[src/rtl/traffic_light_controller_if.sv]
// traffic_light_controller_if: groups the approach demand, pedestrian request
// and light/indication outputs of the traffic light controller.
// master = controller side, slave = demand sources / light drivers side.
interface traffic_light_controller_if #(
    parameter int NUM_WAYS = 4
);
    localparam int WAY_W = (NUM_WAYS > 1) ? $clog2(NUM_WAYS) : 1;

    logic [NUM_WAYS-1:0]   demand;
    logic                  ped_req;
    logic [2*NUM_WAYS-1:0] lights;
    logic [WAY_W-1:0]      active_way;
    logic                  walk;

    modport master (
        input  demand,
        input  ped_req,
        output lights,
        output active_way,
        output walk
    );

    modport slave (
        output demand,
        output ped_req,
        input  lights,
        input  active_way,
        input  walk
    );
endinterface

[src/rtl/traffic_light_controller.sv]
// traffic_light_controller: round-robin multi-approach signal sequencer.
// Cycles demanded approaches through GREEN -> YELLOW -> ALLRED, extending
// green while nobody else waits. Light codes: Green=00, Yellow=01, Red=10.
// Optional pedestrian walk phase is built only when PED_WALK_EN is defined;
// otherwise ped_req is ignored and walk is held at 0.
module traffic_light_controller #(
    parameter int NUM_WAYS       = 4,
    parameter int GREEN_CYCLES   = 16,
    parameter int YELLOW_CYCLES  = 4,
    parameter int ALL_RED_CYCLES = 2,
    parameter int WALK_CYCLES    = 8,
    parameter int CNT_W          = 8
) (
    input  logic                         clk,
    input  logic                         reset,
    traffic_light_controller_if.master   bus
);
    localparam int WAY_W = (NUM_WAYS > 1) ? $clog2(NUM_WAYS) : 1;

    localparam logic [1:0] LT_GREEN  = 2'b00;
    localparam logic [1:0] LT_YELLOW = 2'b01;
    localparam logic [1:0] LT_RED    = 2'b10;

    localparam logic [CNT_W-1:0] CNT_GREEN   = CNT_W'(GREEN_CYCLES - 1);
    localparam logic [CNT_W-1:0] CNT_YELLOW  = CNT_W'(YELLOW_CYCLES - 1);
    localparam logic [CNT_W-1:0] CNT_ALLRED  = CNT_W'(ALL_RED_CYCLES - 1);
    localparam logic [CNT_W-1:0] CNT_ZERO    = {CNT_W{1'b0}};
    localparam logic [CNT_W-1:0] CNT_ONE     = {{(CNT_W-1){1'b0}}, 1'b1};

    typedef enum logic [1:0] {
        ST_ALLRED = 2'b00,
        ST_GREEN  = 2'b01,
        ST_YELLOW = 2'b10,
        ST_WALK   = 2'b11
    } state_e;

    state_e                state_q, state_d;
    logic [CNT_W-1:0]      cnt_q, cnt_d;
    logic [WAY_W-1:0]      way_q, way_d;
    logic [2*NUM_WAYS-1:0] lights_q, lights_d;
    logic [WAY_W:0]        pick_s;
    logic [NUM_WAYS-1:0]   own_mask_s;
    logic                  own_demand_s;
    logic                  other_demand_s;
    logic                  ped_pending_s;

    // Round-robin search starting after 'last', wrapping, 'last' checked last.
    // Returns {found, index}.
    function automatic logic [WAY_W:0] rr_pick(input logic [NUM_WAYS-1:0] req,
                                               input logic [WAY_W-1:0]    last);
        logic                found;
        logic [WAY_W-1:0]    pick;
        logic [NUM_WAYS-1:0] sh;
        int                  idx;
        found = 1'b0;
        pick  = last;
        for (int k = 1; k <= NUM_WAYS; k++) begin
            idx = (int'(last) + k) % NUM_WAYS;
            sh  = req >> idx;
            if (!found && sh[0]) begin
                found = 1'b1;
                pick  = WAY_W'(idx);
            end else begin
                pick  = pick;
            end
        end
        return {found, pick};
    endfunction

    // Light pattern for a given state: only the active way may be non-red.
    function automatic logic [2*NUM_WAYS-1:0] build_lights(input state_e           st,
                                                           input logic [WAY_W-1:0] way);
        logic [2*NUM_WAYS-1:0] l;
        l = {NUM_WAYS{LT_RED}};
        for (int i = 0; i < NUM_WAYS; i++) begin
            if ((WAY_W'(i) == way) && (st == ST_GREEN)) begin
                l[2*i +: 2] = LT_GREEN;
            end else if ((WAY_W'(i) == way) && (st == ST_YELLOW)) begin
                l[2*i +: 2] = LT_YELLOW;
            end else begin
                l[2*i +: 2] = LT_RED;
            end
        end
        return l;
    endfunction

    assign pick_s         = rr_pick(bus.demand, way_q);
    assign own_mask_s     = {{(NUM_WAYS-1){1'b0}}, 1'b1} << way_q;
    assign own_demand_s   = ((bus.demand & own_mask_s) != {NUM_WAYS{1'b0}});
    assign other_demand_s = ((bus.demand & ~own_mask_s) != {NUM_WAYS{1'b0}});

`ifdef PED_WALK_EN
    localparam logic [CNT_W-1:0] CNT_WALK = CNT_W'(WALK_CYCLES - 1);

    logic ped_q, ped_d;
    logic walk_q, walk_d;

    assign ped_pending_s = ped_q;

    // Pending pedestrian request: a new request wins over the end-of-walk clear.
    always_comb begin
        ped_d = ped_q;
        if (bus.ped_req) begin
            ped_d = 1'b1;
        end else if ((state_q == ST_WALK) && (cnt_q == CNT_ZERO)) begin
            ped_d = 1'b0;
        end else begin
            ped_d = ped_q;
        end
    end

    // Walk indication follows the state being entered.
    always_comb begin
        walk_d = (state_d == ST_WALK);
    end

    // Pedestrian state registers.
    always_ff @(posedge clk) begin
        if (reset) begin
            ped_q  <= 1'b0;
            walk_q <= 1'b0;
        end else begin
            ped_q  <= ped_d;
            walk_q <= walk_d;
        end
    end

    assign bus.walk = walk_q;
`else
    logic unused_ped_s;

    assign ped_pending_s = 1'b0;
    assign unused_ped_s  = bus.ped_req ^ (WALK_CYCLES != 0);
    assign bus.walk      = 1'b0;
`endif

    // Phase sequencing: counter counts down each phase, decisions taken at 0.
    always_comb begin
        state_d = state_q;
        cnt_d   = cnt_q;
        way_d   = way_q;
        case (state_q)
            ST_ALLRED: begin
                if (cnt_q != CNT_ZERO) begin
                    cnt_d = cnt_q - CNT_ONE;
                end else if (ped_pending_s) begin
`ifdef PED_WALK_EN
                    state_d = ST_WALK;
                    cnt_d   = CNT_WALK;
`else
                    cnt_d   = CNT_ZERO;
`endif
                end else if (pick_s[WAY_W]) begin
                    state_d = ST_GREEN;
                    cnt_d   = CNT_GREEN;
                    way_d   = pick_s[WAY_W-1:0];
                end else begin
                    cnt_d   = CNT_ZERO;
                end
            end
            ST_GREEN: begin
                if (cnt_q != CNT_ZERO) begin
                    cnt_d = cnt_q - CNT_ONE;
                end else if (other_demand_s || ped_pending_s || !own_demand_s) begin
                    state_d = ST_YELLOW;
                    cnt_d   = CNT_YELLOW;
                end else begin
                    cnt_d   = CNT_ZERO;
                end
            end
            ST_YELLOW: begin
                if (cnt_q != CNT_ZERO) begin
                    cnt_d = cnt_q - CNT_ONE;
                end else begin
                    state_d = ST_ALLRED;
                    cnt_d   = CNT_ALLRED;
                end
            end
`ifdef PED_WALK_EN
            ST_WALK: begin
                if (cnt_q != CNT_ZERO) begin
                    cnt_d = cnt_q - CNT_ONE;
                end else begin
                    state_d = ST_ALLRED;
                    cnt_d   = CNT_ALLRED;
                end
            end
`endif
            default: begin
                state_d = ST_ALLRED;
                cnt_d   = CNT_ALLRED;
            end
        endcase
    end

    // Lights are computed from the state being entered so they change with it.
    always_comb begin
        lights_d = build_lights(state_d, way_d);
    end

    // Main state and output registers.
    always_ff @(posedge clk) begin
        if (reset) begin
            state_q  <= ST_ALLRED;
            cnt_q    <= CNT_ALLRED;
            way_q    <= {WAY_W{1'b0}};
            lights_q <= {NUM_WAYS{LT_RED}};
        end else begin
            state_q  <= state_d;
            cnt_q    <= cnt_d;
            way_q    <= way_d;
            lights_q <= lights_d;
        end
    end

    assign bus.lights     = lights_q;
    assign bus.active_way = way_q;
endmodule

[src/flat_wrapper.sv]
// flat-port wrapper written by rule: the top's interface ports become plain ports
module traffic_light_controller_flat 
#(
    parameter int NUM_WAYS       = 4,
    parameter int GREEN_CYCLES   = 16,
    parameter int YELLOW_CYCLES  = 4,
    parameter int ALL_RED_CYCLES = 2,
    parameter int WALK_CYCLES    = 8,
    parameter int CNT_W          = 8
)
  (clk, reset, bus_demand, bus_ped_req, bus_lights, bus_active_way, bus_walk);
  traffic_light_controller_if #(.NUM_WAYS(NUM_WAYS)) bus_i ();
  input  logic clk;
  input  logic reset;
  input wire logic [$bits(bus_i.demand)-1:0] bus_demand;
  input wire logic [$bits(bus_i.ped_req)-1:0] bus_ped_req;
  output wire logic [$bits(bus_i.lights)-1:0] bus_lights;
  output wire logic [$bits(bus_i.active_way)-1:0] bus_active_way;
  output wire logic [$bits(bus_i.walk)-1:0] bus_walk;
  assign bus_i.demand = bus_demand;
  assign bus_i.ped_req = bus_ped_req;
  assign bus_lights = bus_i.lights;
  assign bus_active_way = bus_i.active_way;
  assign bus_walk = bus_i.walk;
  traffic_light_controller #(.NUM_WAYS(NUM_WAYS), .GREEN_CYCLES(GREEN_CYCLES), .YELLOW_CYCLES(YELLOW_CYCLES), .ALL_RED_CYCLES(ALL_RED_CYCLES), .WALK_CYCLES(WALK_CYCLES), .CNT_W(CNT_W)) u_core (.clk(clk), .reset(reset), .bus(bus_i));
endmodule
[config.mk]
export PLATFORM = sky130hd
export DESIGN_NAME = traffic_light_controller_flat
export DESIGN_NICKNAME = d
export VERILOG_FILES = /design/src/rtl/traffic_light_controller_if.sv /design/src/rtl/traffic_light_controller.sv /design/src/flat_wrapper.sv
export SDC_FILE = /design/constraint.sdc
export NUM_CORES = 1
export LEC_CHECK = 0
export ABC_AREA = 1
export BUFFER_PORTS_ARGS = -buffer_cell sky130_fd_sc_hd__buf_2
export CAP_MARGIN = 20
export CORE_MARGIN = 3
export CORE_UTILIZATION = 56
export DETAILED_ROUTE_END_ITERATION = 7
export GPL_TIMING_DRIVEN = 0
export PLACE_DENSITY = 0.79
export SLEW_MARGIN = 20
export SYNTH_ARGS = -nofsm -noshare
export SYNTH_HDL_FRONTEND = slang
export SYNTH_SLANG_ARGS = --single-unit
[constraint.sdc]
create_clock -name clk -period 2.1 [get_ports clk]
set_clock_uncertainty 0.1 [all_clocks]
set_input_delay 0.42 -clock clk [delete_from_list [all_inputs] [get_ports clk]]
set_output_delay 0.42 -clock clk [all_outputs]
set_load 0.02 [all_outputs]
; After elaboration in Yosys (flattened, before gate mapping)
; Cells that the tools add are included.
[word_totals]
word_cells = 92
romBits = 0
in_bits = 7
reg_bits = 20
latchBits = 0
ram_bits = 0
out_inout_bits = 11
mem_count = 0
[classes]
div_mod_pow = 0
multipliers = 0
add_sub_neg = 5
n_eq_ne = 7
shifts = 5
n_reduce_logical = 29
muxes = 31
n_bitwise = 7
n_lt_le_gt_ge = 0
[ops]
columns = cell, n
row1 = $shr 4x32->1, 4
row2 = $mux 2, 21
row3 = $mux 8, 3
row4 = $pmux 8 s3, 1
row5 = $reduce_or 2->1, 8
row6 = $logic_and 1x1->1, 11
row7 = $and 4x4->4, 2
row8 = $reduce_bool 4->1, 2
row9 = $reduce_bool 8->1, 1
row10 = $sub 8x1->8 const B, 1
row11 = $pmux 2 s3, 1
row12 = $add 2x1->2 const B, 2
row13 = $add 2x2->2 const B, 2
row14 = $and 1x1->1 const A, 4
row15 = $eq 2x1->1 const B, 2
row16 = $eq 2x2->1 const A, 2
row17 = $eq 2x2->1 const B, 2
row18 = $logic_not 1->1, 4
row19 = $logic_not 2->1, 2
row20 = $mux 1, 4
row21 = $mux 4, 1
row22 = $not 4->4, 1
row23 = $shl 1x2->4 const A, 1
row24 = $eq 1x2->1 const A, 1
row25 = $logic_or 1x1->1, 1

; Depth between registers and ports, before layout
; Gate-level depths: netlist of the first run.
[depth]
word_depth = 21
depth_mapped = 14
ltp_nobuf = 13

; Worst setup path before layout of the first run
; Ideal clock, no wire load.
[synth_path]
path_type = reg-to-reg
from = register u_core.way_q[0] (netlist: u_core.bus.active_way[0])
to = register u_core.lights_q[1] (netlist: u_core.bus.lights[1])
slack_ns = 0.040
arrival_ns = 1.831
setup_ns = 0.130
t_required_ns = 1.870
n_path_buf = 1
path_stages_with_launch = 12
cell_sequence = dfxtp_1 buf_6 inv_8 ha_1 inv_1 nand3_2 nand2_4 inv_1 a21oi_2 nor2_2 nor2_4 nand4_1
[synth_via]
elab_chain_len = 21
[synth_lines]
columns = item, line_no
row1 = start: declaration, traffic_light_controller.sv:39  ; logic [WAY_W-1:0] way_q, way_d;
row2 = start signal: assignment, traffic_light_controller.sv:206  ; way_q <= {WAY_W{1'b0}};
row3 = start signal: assignment, traffic_light_controller.sv:211  ; way_q <= way_d;
row4 = $add 2x1->2, traffic_light_controller.sv:58  ; idx = (int'(last) + k) % NUM_WAYS;
row5 = $reduce_or 2->1 (no line), -
row6 = $and 1x1->1 (no line), -
row7 = $shr 4x32->1, traffic_light_controller.sv:59  ; sh = req >> idx;
row8 = $mux 1, traffic_light_controller.sv:60  ; if (!found && sh[0]) begin
row9 = $logic_not 1->1, traffic_light_controller.sv:60
row10 = $logic_and 1x1->1, traffic_light_controller.sv:60
row11 = $mux 1, traffic_light_controller.sv:60
row12 = [... 5 more ...], -
row13 = $mux 1 or $mux 2 (tied branches), traffic_light_controller.sv:60
row14 = $mux 2, traffic_light_controller.sv:153  ; end else if (pick_s[WAY_W]) begin
row15 = $mux 2, traffic_light_controller.sv:144  ; if (cnt_q != CNT_ZERO) begin
row16 = $pmux 2 s3 or $mux 2 (tied branches), traffic_light_controller.sv:142  ; case (state_q)
row17 = $eq 2x2->1 or $logic_not 2->1 (tied branches), "traffic_light_controller.sv:78, traffic_light_controller.sv:76"
row18 = $logic_and 1x1->1, traffic_light_controller.sv:78  ; end else if ((WAY_W'(i) == way) && (st == ST_YELLOW)) begin
row19 = $mux 2, traffic_light_controller.sv:78
row20 = $mux 2 (*), traffic_light_controller.sv:76  ; if ((WAY_W'(i) == way) && (st == ST_GREEN)) begin
row21 = end signal: assignment, traffic_light_controller.sv:207  ; lights_q <= {NUM_WAYS{LT_RED}};
row22 = end signal: assignment, traffic_light_controller.sv:212  ; lights_q <= lights_d;
row23 = end: declaration, traffic_light_controller.sv:40  ; logic [2*NUM_WAYS-1:0] lights_q, lights_d;
; Mark *: on every way between the ends. The rest lies on a longest branch, timed or not.
; A chain may end at the register's enable or synchronous reset.

; Worst setup path in the final report of the first run
[layout_path]
from = register u_core.way_q[1] (netlist: u_core.bus.active_way[1])
to = register u_core.lights_q[4] (netlist: u_core.bus.lights[4])
[layout_via]
elab_chain_len = 20
[layout_lines]
columns = item, line_no
row1 = $add 2x1->2, traffic_light_controller.sv:58
row2 = $reduce_or 2->1 (no line), -
row3 = $and 1x1->1 (no line), -
row4 = $shr 4x32->1, traffic_light_controller.sv:59
row5 = $mux 1, traffic_light_controller.sv:60
row6 = $logic_not 1->1, traffic_light_controller.sv:60
row7 = $logic_and 1x1->1, traffic_light_controller.sv:60
row8 = $mux 1, traffic_light_controller.sv:60
row9 = [... 4 more ...], -
row10 = $logic_and 1x1->1, traffic_light_controller.sv:60
row11 = $mux 1 or $mux 2 (tied branches), traffic_light_controller.sv:60
row12 = $mux 2, traffic_light_controller.sv:153
row13 = $mux 2, traffic_light_controller.sv:144
row14 = $pmux 2 s3 or $mux 2 (tied branches), traffic_light_controller.sv:142
row15 = "$eq 2x2->1, or another cell as far along", traffic_light_controller.sv:78
row16 = "$logic_and 1x1->1, on equally long branches", "traffic_light_controller.sv:78, traffic_light_controller.sv:76"
row17 = $mux 2 or $reduce_or 2->1 (tied branches), -
; Parallel ways exist; a longest one is shown, timed or not.

==> out/metrics.csv, run 1 <==
stage;metric;value;unit
final_layout;post-synthesis to final-layout area growth;13.79;%
placed_design;pre-CTS setup slack;-38.02;ps
clock_tree;clock insertion delay at the later pin of the skew report;290;ps
synthesis;fraction of synthesized cell area in xor and xnor cells;0.04196;
synthesis;average cell area after synthesis;7.500;µm²
final_layout;most common cell after layout, fill and taps aside;sky130_fd_sc_hd__nand2_1;
drt;via count of the routed design;1065;
worst_setup_path;most common cell type on the critical path;sky130_fd_sc_hd__inv_1;
synthesis;post-synthesis instance area;0.001252;mm²
worst_setup_path;CP required;2240;ps
worst_setup_path;element type at the critical path end;flip-flop;
synthesis;ranking of synthesized cells by area;sky130_fd_sc_hd__dfxtp_1 32%, sky130_fd_sc_hd__nand2_1 8.1%, sky130_fd_sc_hd__nor2_1 6.3%;
drt;number of nets still failing antenna checks after routing;0;
die;number of standard-cell rows in the floorplan;16;
drt;initial DRC count;16;
drt;average routed wire per standard cell;11.01;µm
worst_setup_path;register-to-register setup slack;180;ps
power_and_ir_drop;peak supply drop;896.2;µV
clock_tree;Hold-fix buffers, CTS;0;
timing;hold violation count in the final report;0;
die;boundary pin count;18;
worst_setup_path;total buffers and inverters traversed by the critical path;2;
timing;ratio of final minimum period to clock period;0.9120;
clock_tree;count of H-tree levels built during CTS;1;
drt;Detailed Routing Iterations Pass 1;4;
clock_tree;CTS Root Buffer Type;sky130_fd_sc_hd__clkbuf_4;
final_layout;Post-layout nets;199;
global_route;gr usage total;0.1959;
timing;fmax;522.1;MHz
die;die footprint;0.002840;mm²
worst_setup_path;maximum cell stage delay along the critical path;410;ps
synthesis;post-synthesis share of cell area spent on and, or, nand and nor gates;0.4326;
flow_run;number of max-cap violations;0;
drt;Detailed Route WL;2.335;mm
worst_setup_path;CP arrival;2060;ps
worst_setup_path;sort of element at the start of the critical path;flip-flop;
placed_design;buffers added on ports;15;
clock_tree;clock tree from TritonCTS;built;
synthesis;Compound-Gate Fraction of Synth Area;0.04695;
power_and_ir_drop;Clock Power Share;0.159;
die;placeable core region;0.002042;mm²
power_and_ir_drop;Net Switching;0.0008671;W
placed_design;instance area at placement;0.001361;mm²
power_and_ir_drop;Pwr per Cell Area;1345;mW/mm²
global_route;total global routing overflow;0;
synthesis;dominant combinational cell family by area after synthesis;simple AND/OR/NAND/NOR gates;
clock_tree;CTS sink cnt;20;
hold_path;type of the most critical hold path;in2reg;
die;Horiz. Die Dim;53.29;µm
synthesis;Post-Synthesis Cells;167;
timing;number of endpoints failing setup at the final stage;0;
synthesis;Distinct cells, synth;28;
placed_design;Final HPWL DP;1.827;mm
final_layout;count of inserted antenna diode cells;0;
timing;RSZ-0062 raised after global routing;no;
worst_setup_path;critical setup path kind;reg2reg;
die;Die Height;53.29;µm
worst_setup_path;Max Fanout on Critical Path;7;
clock_tree;clock buffer count from CTS;3;
synthesis;net count of the mapped netlist;180;
final_layout;area of all placed cells without fillers;0.001425;mm²
global_route;number of global-route vias before repair;1032;
worst_setup_path;Worst path slowest cell;sky130_fd_sc_hd__dfxtp_4;
power_and_ir_drop;relative contribution of sequential cells to total power;0.300;
final_layout;most frequent cells in the layout;27 x sky130_fd_sc_hd__nand2_1, 20 x sky130_fd_sc_hd__inv_1, 20 x sky130_fd_sc_hd__nor2_1;
global_route;number of antenna violations at the first check in global routing;0;
synthesis;portion of the post-synthesis area used by sequential elements;0.3197;
synthesis;flops & latches, synth;20;
drt;count of unresolved DRC violations after routing;0;
synthesis;post-synthesis share of cell area spent on full adders, half adders and majority gates;0.05994;
timing;worst setup margin;184.8;ps
clock_tree;clock slew at reported path FFs;110;ps
power_and_ir_drop;internal power;0.001050;W
synthesis;biggest area consumer among synthesized cells;sky130_fd_sc_hd__dfxtp_1;
drt;detail-routed via count per cell;5.024;
global_route;maximum number of pins on one net before global-route repair;13;
worst_setup_path;crit-path cells;inv_1, ha_4, inv_1, nand3_2, nand2_4, o21ai_2, nand4_1, nand2_2, nand3_1, nor2_2;
final_layout;share of final-layout standard cells stronger than drive strength 1;0.3189;
die;initial cell density of the core;0.6134;
power_and_ir_drop;Comb pwr share;0.541;
power_and_ir_drop;standby leakage power;0.6644;nW
worst_setup_path;crit-path leading delay family;simple AND/OR/NAND/NOR gates;
synthesis;Yosys top cell area share;0.3197;
synthesis;share of synthesized area spent on multiplexers;0;
global_route;first-pass GRT wire length;4.146;mm
timing;final critical delay including setup and external delays;1915;ps
clock_tree;clock buffer depth;2;
final_layout;fill count;167;
synthesis;yosys warns;0;
placed_design;weighted congestion at the end of routability-driven global placement;0.7414;
run_status;outcome;completed;
timing;Final Max Tran Viols;0;
power_and_ir_drop;net switching fraction of the power;0.4524;
## power by group through the flow
stage / Combinational [W] / Clock, W / Sequential (W)
6_report: 0.00104 / 0.000305 / 0.000575
4_1_cts: 0.00105 / 0.000312 / 0.000556
2_1_floorplan: 0.000840 / 0 / 0.000576
3_5_place_dp: 0.00103 / 0 / 0.000562
3_3_place_gp: 0.00100 / 0 / 0.000561
5_1_grt: 0.00117 / 0.000319 / 0.000589
## synthesized netlist by cell type, drive strengths merged
master,instances
nand3,21
inv,25
o21bai,1
ha,6
o21ai,4
nand2,39
nand4,5
a21oi,4
xor2,4
buf,2
conb,1
nor3,5
xnor2,2
nor2,28
dfxtp,20
## stage by stage
stage / std cells / hold slack [ps] / utilization / total power (W) / setup TNS (ps)
finish: 212 / 222.6 / 0.6979 / 0.001917 / 0
global route: 212 / 239.9 / 0.6979 / 0.002074 / 0
CTS: 213 / 220.4 / 0.6936 / 0.001915 / 0
detailed placement: 209 / 429.2 / 0.6667 / 0.001589 / -51.94
global placement: 209 / 424.9 / 0.6667 / 0.001561 / -2.347
floorplan: 167 / 392.4 / - / 0.001417 / 0
## worst reg2reg max path: stages, from the launching register on
cell and delay [ps]:
sky130_fd_sc_hd__dfxtp_4 410, sky130_fd_sc_hd__inv_1 110, sky130_fd_sc_hd__ha_4 320, sky130_fd_sc_hd__inv_1 70, sky130_fd_sc_hd__nand3_2 100, sky130_fd_sc_hd__nand2_4 70
sky130_fd_sc_hd__o21ai_2 150, sky130_fd_sc_hd__nand4_1 170, sky130_fd_sc_hd__nand2_2 150, sky130_fd_sc_hd__nand3_1 110, sky130_fd_sc_hd__nor2_2 130
## sequential cells by signal (all words and copies together), names as in the netlist
name                   flops
u_core.cnt_q               8
u_core.state_q             2
u_core.bus.active_way      2
u_core.bus.lights          8
## cell type report
type	instances	area, µm²	area share
tap	27	33.78	0.02370
timing repair buffer	15	75.07	0.05268
inverter	25	101.3	0.07111
sequential	20	407.9	0.2862
clock buffer	3	22.52	0.01580
multi-input combinational	120	747.0	0.5241
clock inverter	1	30.03	0.02107
buffer	1	7.507	0.005268
## cells by family (layout without fill, tap and decap cells)
kind of cell / Yosys count / after routing
buffers and inverters: 27 / 45
adders and majority gates: 6 / 6
DFF: 20 / 20
other: 1 / 1
AOI/OAI and AO/OA: 9 / 9
and+or+nand+nor: 98 / 98
xor gates and xnor gates: 6 / 6
## what timing repair did
| item | in CTS | in global routing |
|---|---|---|
| gates resized for setup | 2 | 4 |
| hold endpoints to repair | 0 | 0 |
| setup endpoints to repair | 6 | 9 |
| gates cloned | 0 | 0 |
| pin swaps | 0 | 2 |
| buffers inserted | 0 | 0 |
## final timing paths
check                                              start                       end  cells past startpoint
worst max-delay path            u_core.bus.active_way[1]      u_core.bus.lights[4]                     10
worst min-delay path                               reset  u_core.bus.active_way[1]                      2
worst max register to register  u_core.bus.active_way[1]      u_core.bus.lights[4]                     10
worst min register to register           u_core.cnt_q[4]           u_core.cnt_q[4]                      2
## metal layers
metal | GRT usage | wire length, µm
met1 | 0.2264 | 1044
met4 | 0.05106 | 32
met2 | 0.3510 | 1144
met3 | 0.05070 | 114
met5 | 0 | 0
No activity file was read; power rests on OpenSTA's default activity.
==> inputs of run 2 (changes only) <==
- CORE_UTILIZATION: 56 -> 60
- PLACE_DENSITY: 0.79 -> 0.84
- clock period: 2.1 -> 2.3 ns (I/O delays scaled with it)
==> out/metrics.csv, run 2 (synthesized netlist as in run 1, its figures left out) <==
stage;metric;value;unit;change
global_route;first-pass GRT wire length;4.353;mm;+5.0%
hold_path;type of the most critical hold path;in2reg;;
die;Die Height;51.69;µm;-3.0%
final_layout;most frequent cells in the layout;27 x sky130_fd_sc_hd__nand2_1, 21 x sky130_fd_sc_hd__nor2_1, 20 x sky130_fd_sc_hd__inv_1;;
run_status;outcome;completed;;
die;boundary pin count;18;;unchanged
drt;via count of the routed design;1099;;+3.2%
clock_tree;clock insertion delay at the later pin of the skew report;300;ps;about the same
clock_tree;clock buffer depth;2;;unchanged
worst_setup_path;critical setup path kind;reg2reg;;
worst_setup_path;sort of element at the start of the critical path;flip-flop;;
drt;Detailed Routing Iterations Pass 1;4;;unchanged
drt;detail-routed via count per cell;5.209;;+3.7%
die;Horiz. Die Dim;51.69;µm;-3.0%
final_layout;Post-layout nets;200;;+0.50%
global_route;maximum number of pins on one net before global-route repair;13;;unchanged
placed_design;Final HPWL DP;1.935;mm;+5.9%
flow_run;number of max-cap violations;0;;unchanged
worst_setup_path;element type at the critical path end;flip-flop;;
timing;ratio of final minimum period to clock period;0.9132;;+0.001197
final_layout;most common cell after layout, fill and taps aside;sky130_fd_sc_hd__nand2_1;;
die;number of standard-cell rows in the floorplan;15;;-1
timing;RSZ-0062 raised after global routing;no;;
drt;average routed wire per standard cell;11.86;µm;+7.7%
timing;final critical delay including setup and external delays;2100;ps;+185.1 ps
drt;number of nets still failing antenna checks after routing;0;;unchanged
timing;fmax;476.1;MHz;-8.8%
die;die footprint;0.002672;mm²;-5.9%
timing;Final Max Tran Viols;0;;unchanged
clock_tree;clock buffer count from CTS;3;;unchanged
power_and_ir_drop;Pwr per Cell Area;1241;mW/mm²;-7.7%
die;initial cell density of the core;0.6810;;+0.06759
final_layout;post-synthesis to final-layout area growth;12.89;%;
timing;hold slack;267.1;ps;+44.53 ps
global_route;gr usage total;0.2170;;+0.02116
clock_tree;count of H-tree levels built during CTS;1;;unchanged
clock_tree;CTS Root Buffer Type;sky130_fd_sc_hd__clkbuf_4;;
power_and_ir_drop;standby leakage power;0.6689;nW;+0.67%
clock_tree;clock tree from TritonCTS;built;;
power_and_ir_drop;peak supply drop;700.3;µV;-22%
timing;number of endpoints failing setup at the final stage;0;;unchanged
hold_path;hold path depth;2;;unchanged
timing;Sum Neg Setup Slack;0;ps;unchanged
die;placeable core region;0.001839;mm²;-9.9%
final_layout;share of final-layout standard cells stronger than drive strength 1;0.3118;;-0.007091
placed_design;buffers added on ports;15;;unchanged
worst_setup_path;CP required;2390;ps;+150 ps
worst_setup_path;Max Fanout on Critical Path;9;;+2
timing;hold violation count in the final report;0;;unchanged
drt;count of unresolved DRC violations after routing;0;;unchanged
global_route;number of global-route vias before repair;1042;;+0.97%
clock_tree;clock slew at reported path FFs;110;ps;about the same
worst_setup_path;logic depth of the worst register-to-register path;11;;+1
global_route;number of antenna violations at the first check in global routing;0;;unchanged
clock_tree;CTS sink cnt;20;;unchanged
drt;initial DRC count;20;;+4
drt;Detailed Route WL;2.502;mm;+7.2%
final_layout;count of inserted antenna diode cells;0;;unchanged
clock_tree;# Post-CTS Setup Buffers;0;;unchanged
worst_setup_path;CP arrival;2190;ps;+130 ps
global_route;total global routing overflow;0;;unchanged
placed_design;weighted congestion at the end of routability-driven global placement;0.8285;;+12%
[run 2: changes by cell type in the layout (fill, tap and decap cells not counted), sizes merged]
cell  delta
buf      +1
[run 2: worst max-delay path, stage by stage, from the launching register on]
cell and delay, ps:
sky130_fd_sc_hd__dfxtp_2 400, sky130_fd_sc_hd__buf_6 170, sky130_fd_sc_hd__inv_8 60, sky130_fd_sc_hd__ha_1 360, sky130_fd_sc_hd__inv_1 130, sky130_fd_sc_hd__nand3_2 110
sky130_fd_sc_hd__nand2_4 90, sky130_fd_sc_hd__inv_1 60, sky130_fd_sc_hd__a21oi_2 190, sky130_fd_sc_hd__nor2_2 80, sky130_fd_sc_hd__nor2_4 150, sky130_fd_sc_hd__nand4_1 100
[run 2: final timing paths]
kind         slack [ps]                startpoint                  endpoint
max                 200  u_core.bus.active_way[0]      u_core.bus.lights[1]
min                 270                     reset  u_core.bus.active_way[1]
min reg2reg         460           u_core.cnt_q[4]           u_core.cnt_q[4]
max reg2reg         200  u_core.bus.active_way[0]      u_core.bus.lights[1]
[run 2: layer usage]
layer	share of wire	wire length, µm	GRT usage
met5	0	0	0
met4	0.016	40	0.05677
met3	0.034	84	0.05444
met2	0.51	1264	0.4025
met1	0.44	1113	0.2438
[run 2: layout make-up]
type                       count  area [µm²]
clock inverter                 1       30.03
clock buffer                   3       22.52
multi-input combinational    120       732.0
sequential                    20       402.9
tap                           25       31.28
fill                         146       425.4
buffer                         2       18.77
timing repair buffer          15       75.07
inverter                      25       101.3
[run 2: repair_timing]
action / 4_1_cts / 5_1_grt
resized for setup: 0 / 2
hold buffers: 0 / 0
endpoints found under the setup margin: 0 / 2
[run 2: power by group]
part | switching (W) | leakage [nW] | internal (W)
sequential | 0.0000713 | 0.164 | 0.000440
clock | 0.000111 | 0.0279 | 0.000176
combinational | 0.000623 | 0.477 | 0.000334
total | 0.000805 | 0.669 | 0.000950
[run 2: metrics by stage]
step	setup slack, ps	power [W]	utilization	area [µm²]	std cells
3_3_place_gp	239.2	0.001424	0.7388	1359	207
6_report	199.7	0.001755	0.7687	1414	211
3_5_place_dp	157.0	0.001459	0.7388	1359	207
4_1_cts	126.5	0.001764	0.7673	1411	211
2_1_floorplan	239.6	0.001293	-	1252	167
5_1_grt	39.87	0.001899	0.7687	1414	211
